### src/rtl/mips_pkg.sv
// Shared encodings for the MEM-stage load/store unit.
package mips_pkg;
    localparam logic [1:0] SZ_BYTE = 2'b00;
    localparam logic [1:0] SZ_HALF = 2'b01;
    localparam logic [1:0] SZ_WORD = 2'b10;

    typedef enum logic {IDLE, RMW} lsu_state_t;
endpackage

### src/rtl/load_store_unit_lane_merge.sv
// Replaces one byte or half lane of a memory word with new store data.
module lane_merge
    import mips_pkg::*;
#(
    parameter int WIDTH = 32
) (
    input  logic [WIDTH-1:0] i_old,
    input  logic [15:0]      i_new,
    input  logic [1:0]       i_lane,
    input  logic [1:0]       i_size,
    output logic [WIDTH-1:0] o_merged
);

    // Half stores use lane[1] only; the alignment check has already rejected lane[0]=1.
    always_comb begin
        o_merged = i_old;
        case (i_size)
            SZ_BYTE: o_merged[i_lane*8 +: 8]     = i_new[7:0];
            SZ_HALF: o_merged[i_lane[1]*16 +: 16] = i_new;
            default: o_merged = i_old;
        endcase
    end

endmodule

### src/rtl/load_store_unit.sv
// MEM-stage load/store front end: word indexing, load extension,
// direct word stores and two-cycle read-modify-write sub-word stores.
module load_store_unit
    import mips_pkg::*;
#(
    parameter int WIDTH     = 32,
    parameter int MEM_WORDS = 100
) (
    input  logic             clk,
    input  logic             rst_n,
    input  logic             mem_read,
    input  logic             mem_write,
    input  logic [1:0]       size,
    input  logic             load_unsigned,
    input  logic [WIDTH-1:0] addr,
    input  logic [WIDTH-1:0] store_data,
    output logic [WIDTH-1:0] dm_address,
    output logic [WIDTH-1:0] dm_wdata,
    output logic             dm_wen,
    input  logic [WIDTH-1:0] dm_rdata,
    output logic [WIDTH-1:0] load_data,
    output logic             load_valid,
    output logic             stall,
    output logic             access_fault
);

    lsu_state_t       r_state, w_next;
    logic [WIDTH-1:0] r_old, r_addr;
    logic [15:0]      r_data;
    logic [1:0]       r_size;

    logic             w_misalign, w_range_bad, w_fault, w_sub_store, w_word_store, w_load;
    logic [WIDTH-1:0] w_word_idx, w_merged, w_ext;
    logic [1:0]       w_lane;
    logic [7:0]       w_byte;
    logic [15:0]      w_half;

    assign w_lane      = addr[1:0];
    assign w_word_idx  = {2'b00, addr[WIDTH-1:2]};
    assign w_range_bad = (w_word_idx >= WIDTH'(MEM_WORDS));

    // Alignment rules by access size; the reserved size always faults.
    always_comb begin
        w_misalign = 1'b0;
        case (size)
            SZ_BYTE: w_misalign = 1'b0;
            SZ_HALF: w_misalign = addr[0];
            SZ_WORD: w_misalign = (addr[1:0] != 2'b00);
            default: w_misalign = 1'b1;
        endcase
    end

    // A simultaneous read and write request is malformed and treated as a fault.
    assign w_fault      = (mem_read | mem_write) &
                          ((mem_read & mem_write) | w_misalign | w_range_bad);
    assign w_load       = mem_read & ~w_fault;
    assign w_word_store = mem_write & ~w_fault & (size == SZ_WORD);
    assign w_sub_store  = mem_write & ~w_fault & ((size == SZ_BYTE) | (size == SZ_HALF));

    // Load lane extraction and sign/zero extension.
    assign w_byte = dm_rdata[w_lane*8 +: 8];
    assign w_half = dm_rdata[w_lane[1]*16 +: 16];
    always_comb begin
        w_ext = dm_rdata;
        case (size)
            SZ_BYTE: w_ext = {{(WIDTH-8){~load_unsigned & w_byte[7]}}, w_byte};
            SZ_HALF: w_ext = {{(WIDTH-16){~load_unsigned & w_half[15]}}, w_half};
            default: w_ext = dm_rdata;
        endcase
    end

    lane_merge #(.WIDTH(WIDTH)) u_merge (
        .i_old    (r_old),
        .i_new    (r_data),
        .i_lane   (r_addr[1:0]),
        .i_size   (r_size),
        .o_merged (w_merged)
    );

    // State register.
    always_ff @(posedge clk or negedge rst_n) begin
        if (!rst_n) r_state <= IDLE;
        else        r_state <= w_next;
    end

    // Next state and memory-side outputs; stall and write enable are gated
    // by reset so nothing leaks out while the unit is held in reset.
    always_comb begin
        w_next     = r_state;
        stall      = 1'b0;
        dm_wen     = 1'b0;
        dm_wdata   = store_data;
        dm_address = w_word_idx;
        case (r_state)
            IDLE: begin
                if (w_sub_store) begin
                    stall  = rst_n;
                    w_next = RMW;
                end else if (w_word_store) begin
                    dm_wen = rst_n;
                end
            end
            RMW: begin
                dm_address = {2'b00, r_addr[WIDTH-1:2]};
                dm_wdata   = w_merged;
                dm_wen     = rst_n;
                w_next     = IDLE;
            end
            default: w_next = IDLE;
        endcase
    end

    // Registered load result, fault pulse and RMW capture; inputs are ignored in RMW.
    always_ff @(posedge clk or negedge rst_n) begin
        if (!rst_n) begin
            load_data    <= '0;
            load_valid   <= 1'b0;
            access_fault <= 1'b0;
            r_old        <= '0;
            r_addr       <= '0;
            r_data       <= '0;
            r_size       <= '0;
        end else begin
            load_valid   <= 1'b0;
            access_fault <= 1'b0;
            if (r_state == IDLE) begin
                access_fault <= w_fault;
                if (w_load) begin
                    load_data  <= w_ext;
                    load_valid <= 1'b1;
                end
                if (w_sub_store) begin
                    r_old  <= dm_rdata;
                    r_addr <= addr;
                    r_data <= store_data[15:0];
                    r_size <= size;
                end
            end
        end
    end

endmodule

### config.mk
export PLATFORM = sky130hd
export DESIGN_NAME = load_store_unit
export DESIGN_NICKNAME = d
export VERILOG_FILES = /design/src/rtl/mips_pkg.sv /design/src/rtl/load_store_unit_lane_merge.sv /design/src/rtl/load_store_unit.sv
export SDC_FILE = /design/constraint.sdc
export NUM_CORES = 1
export LEC_CHECK = 0
export ABC_CLOCK_PERIOD_IN_PS = 2900
export BUFFER_PORTS_ARGS = -buffer_cell sky130_fd_sc_hd__buf_2
export CAP_MARGIN = 10
export CORE_ASPECT_RATIO = 0.7
export CORE_MARGIN = 3
export CORE_UTILIZATION = 52
export DETAILED_ROUTE_END_ITERATION = 7
export PLACE_DENSITY = 0.87
export RECOVER_POWER = 50
export SYNTH_ARGS = -nofsm -noshare
export SYNTH_HDL_FRONTEND = slang
export SYNTH_HIERARCHICAL = 1
export SYNTH_SLANG_ARGS = --single-unit
### constraint.sdc
create_clock -name clk -period 2.9 [get_ports clk]
set_input_delay 0.145 -clock clk [delete_from_list [all_inputs] [get_ports clk]]
set_output_delay 0.145 -clock clk [all_outputs]
set_load 0.01 [all_outputs]
# Yosys cells after proc, flatten, opt, wreduce, memory -nomap -nowiden
# Index checks and enable logic that the tools add are counted.
# classes
eq_ne	3
n_mux	17
n_reduce_logical	5
mul	0
n_div	0
shifts	6
n_bitwise	15
n_lt_le_gt_ge	1
add_sub_neg	2
# ops
operator	n
one-hot mux 32 bit (2 select lines)	2
negator 5 -> 34 bit	2
bitwise mux 32 bit	2
variable shift 16 x 34 -> 32 bit, first input constant	1
variable shift 8 x 34 -> 32 bit, first input constant	1
variable part select 16 x 34 -> 32 bit	1
variable part select 8 x 34 -> 32 bit	1
2-to-1 mux 32 bit	1
variable part select 32 x 6 -> 16 bit	1
variable part select 32 x 6 -> 8 bit	1
greater-or-equal comparator 30 x 7 -> 1 bit, second input constant	1
2-to-1 mux 30 bit	1
AND 1 bit	8
2-to-1 mux 1 bit	8
equality test 2 x 1 -> 1 bit, second input constant	2
logical NOT 2 bit	2
bitwise OR 1 bit	4
one-hot mux 1 bit (2 select lines)	2
AND reduction 2 bit	2
NOT 1 bit	3
one-hot mux 1 bit (3 select lines)	1
equality test 2 bit, second input constant	1
nonzero test 2 bit	1
# totals
latch_bits	0
mem_count	0
wordCells	57
romBits	0
out_inout_bits	100
regBits	117
ramBits	0

# Depth between registers and ports, before layout
# Gate-level depths: netlist (run 1).
# depth
ltp_word	11
mapped_depth	8
depth_no_buf	6

# Cells and area by module
# The synthesis (run 1) kept the hierarchy.
# by_module_without_submodules
mod	n_inst	area_each_um2	cells_per_inst	seq_area_each_um2
load_store_unit	1	5979.5	469	2927.8
lane_merge	1	943.4	112	0.0

# Least setup slack after synthesis (run 1)
# No wires, ideal clock.
# synth_path
kind	register to output
startpoint	register r_addr[1]
endpoint	output dm_wdata[24]
stages_incl_launch_ff	9
t_arrival_ns	2.351
required_ns	2.755
slack_ns	0.404
path_cell_list	dfrtp_1 clkbuf_1 clkbuf_1 inv_1 ha_1 or4_4 nor3_4 a221o_1 mux2_2
# synth_between
elab_chain_len	5
word_cells_on_any_way	10
cone_classes	add/sub (2); shift (4); mux (4)
# synth_lines
element	line_no	source
start, declared	load_store_unit.sv:28	logic [WIDTH-1:0] r_old, r_addr;
start signal, assigned	load_store_unit.sv:134	r_addr <= addr;
negator 5 -> 34 bit (on tied branches)	load_store_unit_lane_merge.sv:19, load_store_unit_lane_merge.sv:18	
variable part select 16 x 34 -> 32 bit (tied with other cells)	load_store_unit_lane_merge.sv:19	SZ_HALF: o_merged[i_lane[1]*16 +: 16] = i_new;
bitwise mux 32 bit (on tied branches)	load_store_unit_lane_merge.sv:19, load_store_unit_lane_merge.sv:18	
one-hot mux 32 bit (2 select lines) (*)	load_store_unit_lane_merge.sv:17	case (i_size)
named net w_merged[24]	load_store_unit.sv:33	logic [WIDTH-1:0] w_word_idx, w_merged, w_ext;
2-to-1 mux 32 bit (*)	load_store_unit.sv:94	case (r_state)
end, declared	load_store_unit.sv:18	output logic [WIDTH-1:0] dm_wdata,
# The timed path passes the listed nets; every way through them passes the cells marked *.

# Final worst setup path (run 1)
# layout_path
startpoint	register r_addr[0]
endpoint	output dm_wdata[3]
# layout_between
elab_chain_len	5
word_cells_on_any_way	6
cone_classes	add/sub (1); shift (2); mux (3)
# layout_lines
element	line_no	source
negator 5 -> 34 bit (*)	load_store_unit_lane_merge.sv:18	SZ_BYTE: o_merged[i_lane*8 +: 8] = i_new[7:0];
variable part select 8 x 34 -> 32 bit or variable shift 8 x 34 -> 32 bit (tied branches)	load_store_unit_lane_merge.sv:18	
bitwise mux 32 bit (*)	load_store_unit_lane_merge.sv:18	
one-hot mux 32 bit (2 select lines) (*)	load_store_unit_lane_merge.sv:17	
named net w_merged[3]	load_store_unit.sv:33	
2-to-1 mux 32 bit (*)	load_store_unit.sv:94	
# Marks and branches as above.

==> flow_summary.ini, run 1 <==
[place]
gp_congestion = 0.937
port_buffers = 200
pre_cts_slack_ps = 392
place_hpwl_um = 14800

[final_layout]
multi_input_area_um2 = 3710
regArea_um2 = 2930
num_antenna_cells = 0
fill_cells = 908
final_util_pct = 70.2
syn2layout_area_growth_pct = 28.9
fin_nets = 911
drive_gt1_share_pct = 42.9

[yosys]
synth_area_leaders = dfrtp_1 42%, mux2_2 15%, mux2_4 11%, a221o_1 4.6%, a32o_1 3.3%
synthCells = 581
yosys.area_share.simple_pct = 10.6
synth_fa_ha_area_share_pct = 0.904
synth_top_cell_by_area = dfrtp_1
syn_area_per_cell_um2 = 11.9
synth_top_area_share_pct = 42.3
synth_seq_cells = 117
synth_top_family_by_area = multiplexers
yosysMostFrequentCell = dfrtp_1
synth-xor-area-share_pct = 0
ys.warnings.count = 6
synth-compound-area-share_pct = 15.3
synth_cell_types = 45
synthMuxAreaShare_pct = 26.6
synth-edff-count = 0
synth.cells.most_frequent = 117 x dfrtp_1, 90 x mux2_2, 50 x mux2_4
netlist_area_um2 = 6920
seq_area_frac_synth_pct = 42.3
async_flop_share_pct = 100
synth_ff_type = dfrtp_1

[route]
dr.pass1.iters = 5
drt_iter0_drc = 593
via_per_inst = 6.15
routedWlPerCell_um = 21.8
ant_nets = 0
dr_total_vias = 6008
wirelength_um = 21300
drc = 0

[min_path]
hold_class = input pin to flip-flop
min_path_cells = 2
hp-start = dm_rdata[27]

[timing]
hold_viol_final = 0
clock-skew-final_ps = 9.51
fin_crit_ps = 2750
period_share_pct = 94.8
setup-violations-final = 0
max_slew_margin_pct = 19.2
fmax_mhz = 364
worst_slack_ps = 150
grt_setup_unrepaired = no
worstMarginPinSlew_ps = 1210
hold_slack_ps = 16.8
tns_ps = 0
finalMaxSlewViolations = 0

[power]
pwr-share-seq_pct = 38.3
comb_power_share_pct = 9.3
ir_drop_mv = 0.579
power_density_nw_per_um2 = 479
power_frac_clock_pct = 52.5
power.internal_uw = 3310
power.switching_uw = 965
switching_share_pct = 22.6
p_leak_uw = 0.00421

[setup_path]
startpoint = r_addr[0]
cp.depth = 7
crit_type = flip-flop to primary output
setup.worst_path.start_class = flip-flop
slowest_delay_ps = 460
path_cells = inv_1, ha_1, nand4bb_1, nor3_2, a221o_1, mux2_2, buf_2
crit_path_top_delay_cell = dfrtp_1
cp.arrival_ps = 2610
reg2regPathDepth = 4
crit_fanout = 8
rr_startpoint = r_state
crit_required_ps = 2760
cp_top_family = simple AND/OR/NAND/NOR gates
setup.worst_path.end_class = primary output
crit_buf_inv = 2

[floorplan]
die_area_um2 = 14800
dieHeight_um = 103
initial_core_util_pct = 54.4
coreArea_um2 = 12700
dieWidth_um = 144
io_pins = 203
rows = 34

[global_routing]
grt_pass1_vias = 5871
grt_usage_pct = 28.7
grt_pass1_wl_um = 32600
grt_remaining_overflow = 0
antenna_found_initial = 1
grt_max_degree = 88

[clock_tree]
clockBufferDepth = 2
clkTransAtPathRegs_ps = 60
cts_tree = built
numClockSinks = 117
numCtsBuffers = 17
cts_root_buf = clkbuf_16
clk_latency_ps = 410
h-tree-depth = 4

[job]
drv_cap = 0

[outcome]
run_status = finished, final reports clean
==> metrics by stage <==
stage / area, um2 / total power [uW] / instances
after floorplan: 6930 / 1810 / 582
after global placement: 8010 / 2010 / 912
after detailed placement: 8010 / 2020 / 912
after CTS: 8970 / 4290 / 976
after global routing: 8920 / 4400 / 977
final: 8920 / 4270 / 977
==> area by class of cell <==
type	count	share of cell area (%)
clock buffer	22	5.31
clock inverter	9	1.68
inverter	15	0.631
multi-input combinational	406	41.6
sequential	117	32.8
tap	162	2.27
timing repair buffer	246	15.7
==> routing by layer <==
| metal | vias to the layer above | share of wire, % | GRT usage [%] |
|---|---|---|---|
| met3 | 52 | 9.3 | 7.32 |
| met2 | 354 | 46 | 44.9 |
| met5 | - | 0.061 | 0 |
| li1 | 2664 | - | - |
| met4 | 2 | 2.4 | 8.18 |
| met1 | 2936 | 42 | 40.2 |
==> placed cells by master, fill, tap and decap left out, types with 5 or more instances in the layout <==
cell and n:
o211ai_1 8, nor2b_1 28, clkbuf_16 17, or3_1 8, dfrtp_1 117, clkbuf_1 46
and2_1 8, dlygate4sd3_1 33, a21oi_1 8, nor4_1 5, a22o_1 8, a221o_1 32
nor3_1 6, nand2_1 37, mux2_1 7, o21ai_0 19, o221ai_1 8, a32o_1 23
inv_1 15, o31ai_1 14, buf_4 9, ha_1 5, mux2_4 50, nor2_1 9
buf_2 155, mux2_2 90
==> flip-flops by register name, indices dropped and copies added, names as in the netlist <==
name,count
r_state,1
access_fault,1
load_data,32
r_data,16
r_size,2
load_valid,1
r_addr,32
r_old,32
==> repair_timing <==
action	4_1_cts	5_1_grt
resized for setup	1	1
hold endpoints to repair	62	0
buffers inserted	0	1
endpoints found under the setup margin	7	15
pin swaps	0	1
hold buffers	33	0
==> cells by family after synthesis <==
group	after synthesis
adders and majority gates	5
AOI/OAI and AO/OA	129
muxes	147
and+or+nand+nor	123
buffers and inverters	59
DFF	117
other	1
==> power groups by stage <==
| stage | clock network [uW] | registers, uW | logic (uW) |
|---|---|---|---|
| after floorplan | 0 | 1660 | 151 |
| final | 2240 | 1640 | 395 |
| after CTS | 2260 | 1630 | 397 |
| after global placement | 0 | 1660 | 346 |
| after global routing | 2330 | 1630 | 431 |
| after detailed placement | 0 | 1660 | 356 |
==> worst paths after layout <==
check | slack (ps) | endpoint
min reg2reg | 490 | r_addr[3]
min | 20 | r_old[27]
max in group asynchronous | 1030 | r_addr[0]
max | 150 | dm_wdata[3]
min in group asynchronous | 240 | load_data[5]
max reg2reg | 830 | r_addr[5]
No activity file was read; power rests on OpenSTA's default activity.
==> run 2: changes to the inputs <==
--- a/config.mk
+++ b/config.mk
@@ -5,7 +5,6 @@
 export SDC_FILE = /design/constraint.sdc
 export NUM_CORES = 1
 export LEC_CHECK = 0
-export ABC_CLOCK_PERIOD_IN_PS = 2900
 export BUFFER_PORTS_ARGS = -buffer_cell sky130_fd_sc_hd__buf_2
 export CAP_MARGIN = 10
 export CORE_ASPECT_RATIO = 0.7
==> constraint.sdc (replaced) <==
create_clock -name clk -period 2.9 [get_ports clk]
set_input_delay 0.29 -clock clk [delete_from_list [all_inputs] [get_ports clk]]
set_output_delay 0.29 -clock clk [all_outputs]
set_load 0.01 [all_outputs]
==> run 2 against run 1 <==
Net effect: the flow now finishes with violations (capacitance limit, slew limit); final cell count is 3.0% lower; worst setup slack worse by 8.7 ps; power is 6.2% lower; first-iteration DRC count is 5.6% lower; clock skew is 2.9 ps lower; non-clock buffer count is 31 lower; sequential share of layout area is 1.4 points higher; core utilization is 2.9 points lower; critical endpoint is now dm_wdata[9].
==> flow_summary.ini, run 2 (synthesis gave the netlist of run 1 again) <==
[global_routing]
grt_util_met3_pct = 7.14
busiest_layer = met2
use_met2_pct = 42.9
grt_usage_pct = 28.1
grtUsageMet1_pct = 39.8
grt_remaining_overflow = 0
grt_max_degree = 119
antenna_found_initial = 2
grt_pass1_wl_um = 31700
grt_pass1_vias = 5604

[floorplan]
die_area_um2 = 14800
dieWidth_um = 144
initial_core_util_pct = 54.4
rows = 34
coreArea_um2 = 12700
io_pins = 203
dieHeight_um = 103

[setup_path]
regToRegSetupSlack_ps = 640
startpoint = r_addr[0]
rr_startpoint = r_state
crit_required_ps = 2610
reg2regPathDepth = 4
crit_type = flip-flop to primary output
setup.worst_path.start_class = flip-flop
crit_fanout = 8
crit_end = dm_wdata[9]
r2r_end = r_addr[3]
setup.worst_path.end_class = primary output
cp.arrival_ps = 2470

[min_path]
hp-start = dm_rdata[3]
hold_class = input pin to flip-flop

[clock_tree]
clk_latency_ps = 410
cts_root_buf = clkbuf_16
h-tree-depth = 4
cts_tree = built
numCtsBuffers = 17
numClockSinks = 117
hold_buffers = 0
clockBufferDepth = 2
clkTransAtPathRegs_ps = 50

[final_layout]
final_common_cell = buf_2
fin_nets = 880
syn2layout_area_growth_pct = 23.7
drive_gt1_share_pct = 46.2
reg_top3 = load_data (32), r_addr (32), r_old (32)
final_cell_mix = 164 x buf_2, 115 x dfrtp_1, 90 x mux2_2

[outcome]
run_status = finished with violations
violations = capacitance limit, slew limit

[power]
switching_share_pct = 23.5
pwr-share-seq_pct = 40.8
power.switching_uw = 942
power_density_nw_per_um2 = 468
total_power_uw = 4010
ir_drop_mv = 0.413
comb_power_share_pct = 9.0
power_frac_clock_pct = 50.2
power.internal_uw = 3060
p_leak_uw = 0.00407

[job]
drv_cap = 1

[place]
port_buffers = 200
place_hpwl_um = 15100
gp_congestion = 0.888

[route]
via_per_inst = 6.15
drt_iter0_drc = 560
wirelength_um = 20900
ant_nets = 0
routedWlPerCell_um = 22.0
drc = 0
dr_total_vias = 5834
dr.pass1.iters = 7

[timing]
worstMarginPinSlew_ps = 1600
tns_ps = 0
finalMaxSlewViolations = 119
grt_setup_unrepaired = no
setup-violations-final = 0
hold_viol_final = 0
fmax_mhz = 362
fin_crit_ps = 2760
clock-skew-final_ps = 6.60
period_share_pct = 95.1
max_slew_margin_pct = -6.57
run 2: cell count changes in the layout (fill, tap and decap cells not counted), moves of 2 or more:
cell	previous run	this run
buf_2	155	164
bufinv_16	4	1
clkbuf_1	46	38
clkbuf_8	3	5
dfrtp_1	117	115
dfrtp_2	0	2
diode_2	0	2
dlygate4sd3_1	33	0
run 2: worst max-delay path: stages, from the launching register on:
cell and delay, ps:
dfrtp_2 420, inv_1 100, ha_1 230, or4_4 550, nor2_4 280, a221o_1 220
mux2_2 150, buf_2 120
run 2: metal layers:
layer  share of wire, %  vias to the layer above
met5              0.034                        -
met4                1.6                        2
met3                9.1                       31
met2                 46                      327
met1                 44                     2882
li1                   -                     2592
run 2: final cells by class:
| cell class | count | area [um2] |
|---|---|---|
| timing repair buffer | 215 | 1090 |
| clock buffer | 23 | 498 |
| antenna | 2 | 5.00 |
| tap | 162 | 203 |
| inverter | 15 | 56.3 |
| fill | 948 | 4160 |
| multi-input combinational | 406 | 3710 |
| sequential | 117 | 2930 |
| clock inverter | 8 | 73.8 |
run 2: worst min path at each step:
stage                     cells past startpoint            to
after floorplan                               0  access_fault
after global placement                        2     r_data[6]
after detailed placement                      2     r_data[1]
after CTS                                     2    r_addr[10]
after global routing                          2      r_old[3]
final                                         2      r_old[3]
run 2: power by group through the flow:
| stage | registers [uW] | logic (uW) | clock network [uW] |
|---|---|---|---|
| after CTS | 1640 | 362 | 2030 |
| after global routing | 1630 | 392 | 2110 |
| after global placement | 1660 | 346 | 0 |
| final | 1640 | 359 | 2010 |
| after detailed placement | 1660 | 359 | 0 |
| after floorplan | 1660 | 151 | 0 |
run 2: through the flow:
stage	hold slack (ps)	utilization (%)	cell area, um2	cells	setup slack [ps]
3_5_place_dp	452	63.1	8030	914	207
3_3_place_gp	446	63.1	8030	914	337
6_report	130	67.3	8560	948	141
5_1_grt	123	67.3	8560	947	40.2
4_1_cts	18.9	67.8	8630	946	18.8
2_1_floorplan	-5.59	-	6930	582	259
run 2: repair_timing:
action                     in CTS  in global routing
pin swaps                       1                  0
resized for setup               2                  3
setup buffers                   1                  0
setup endpoints to repair      21                 27
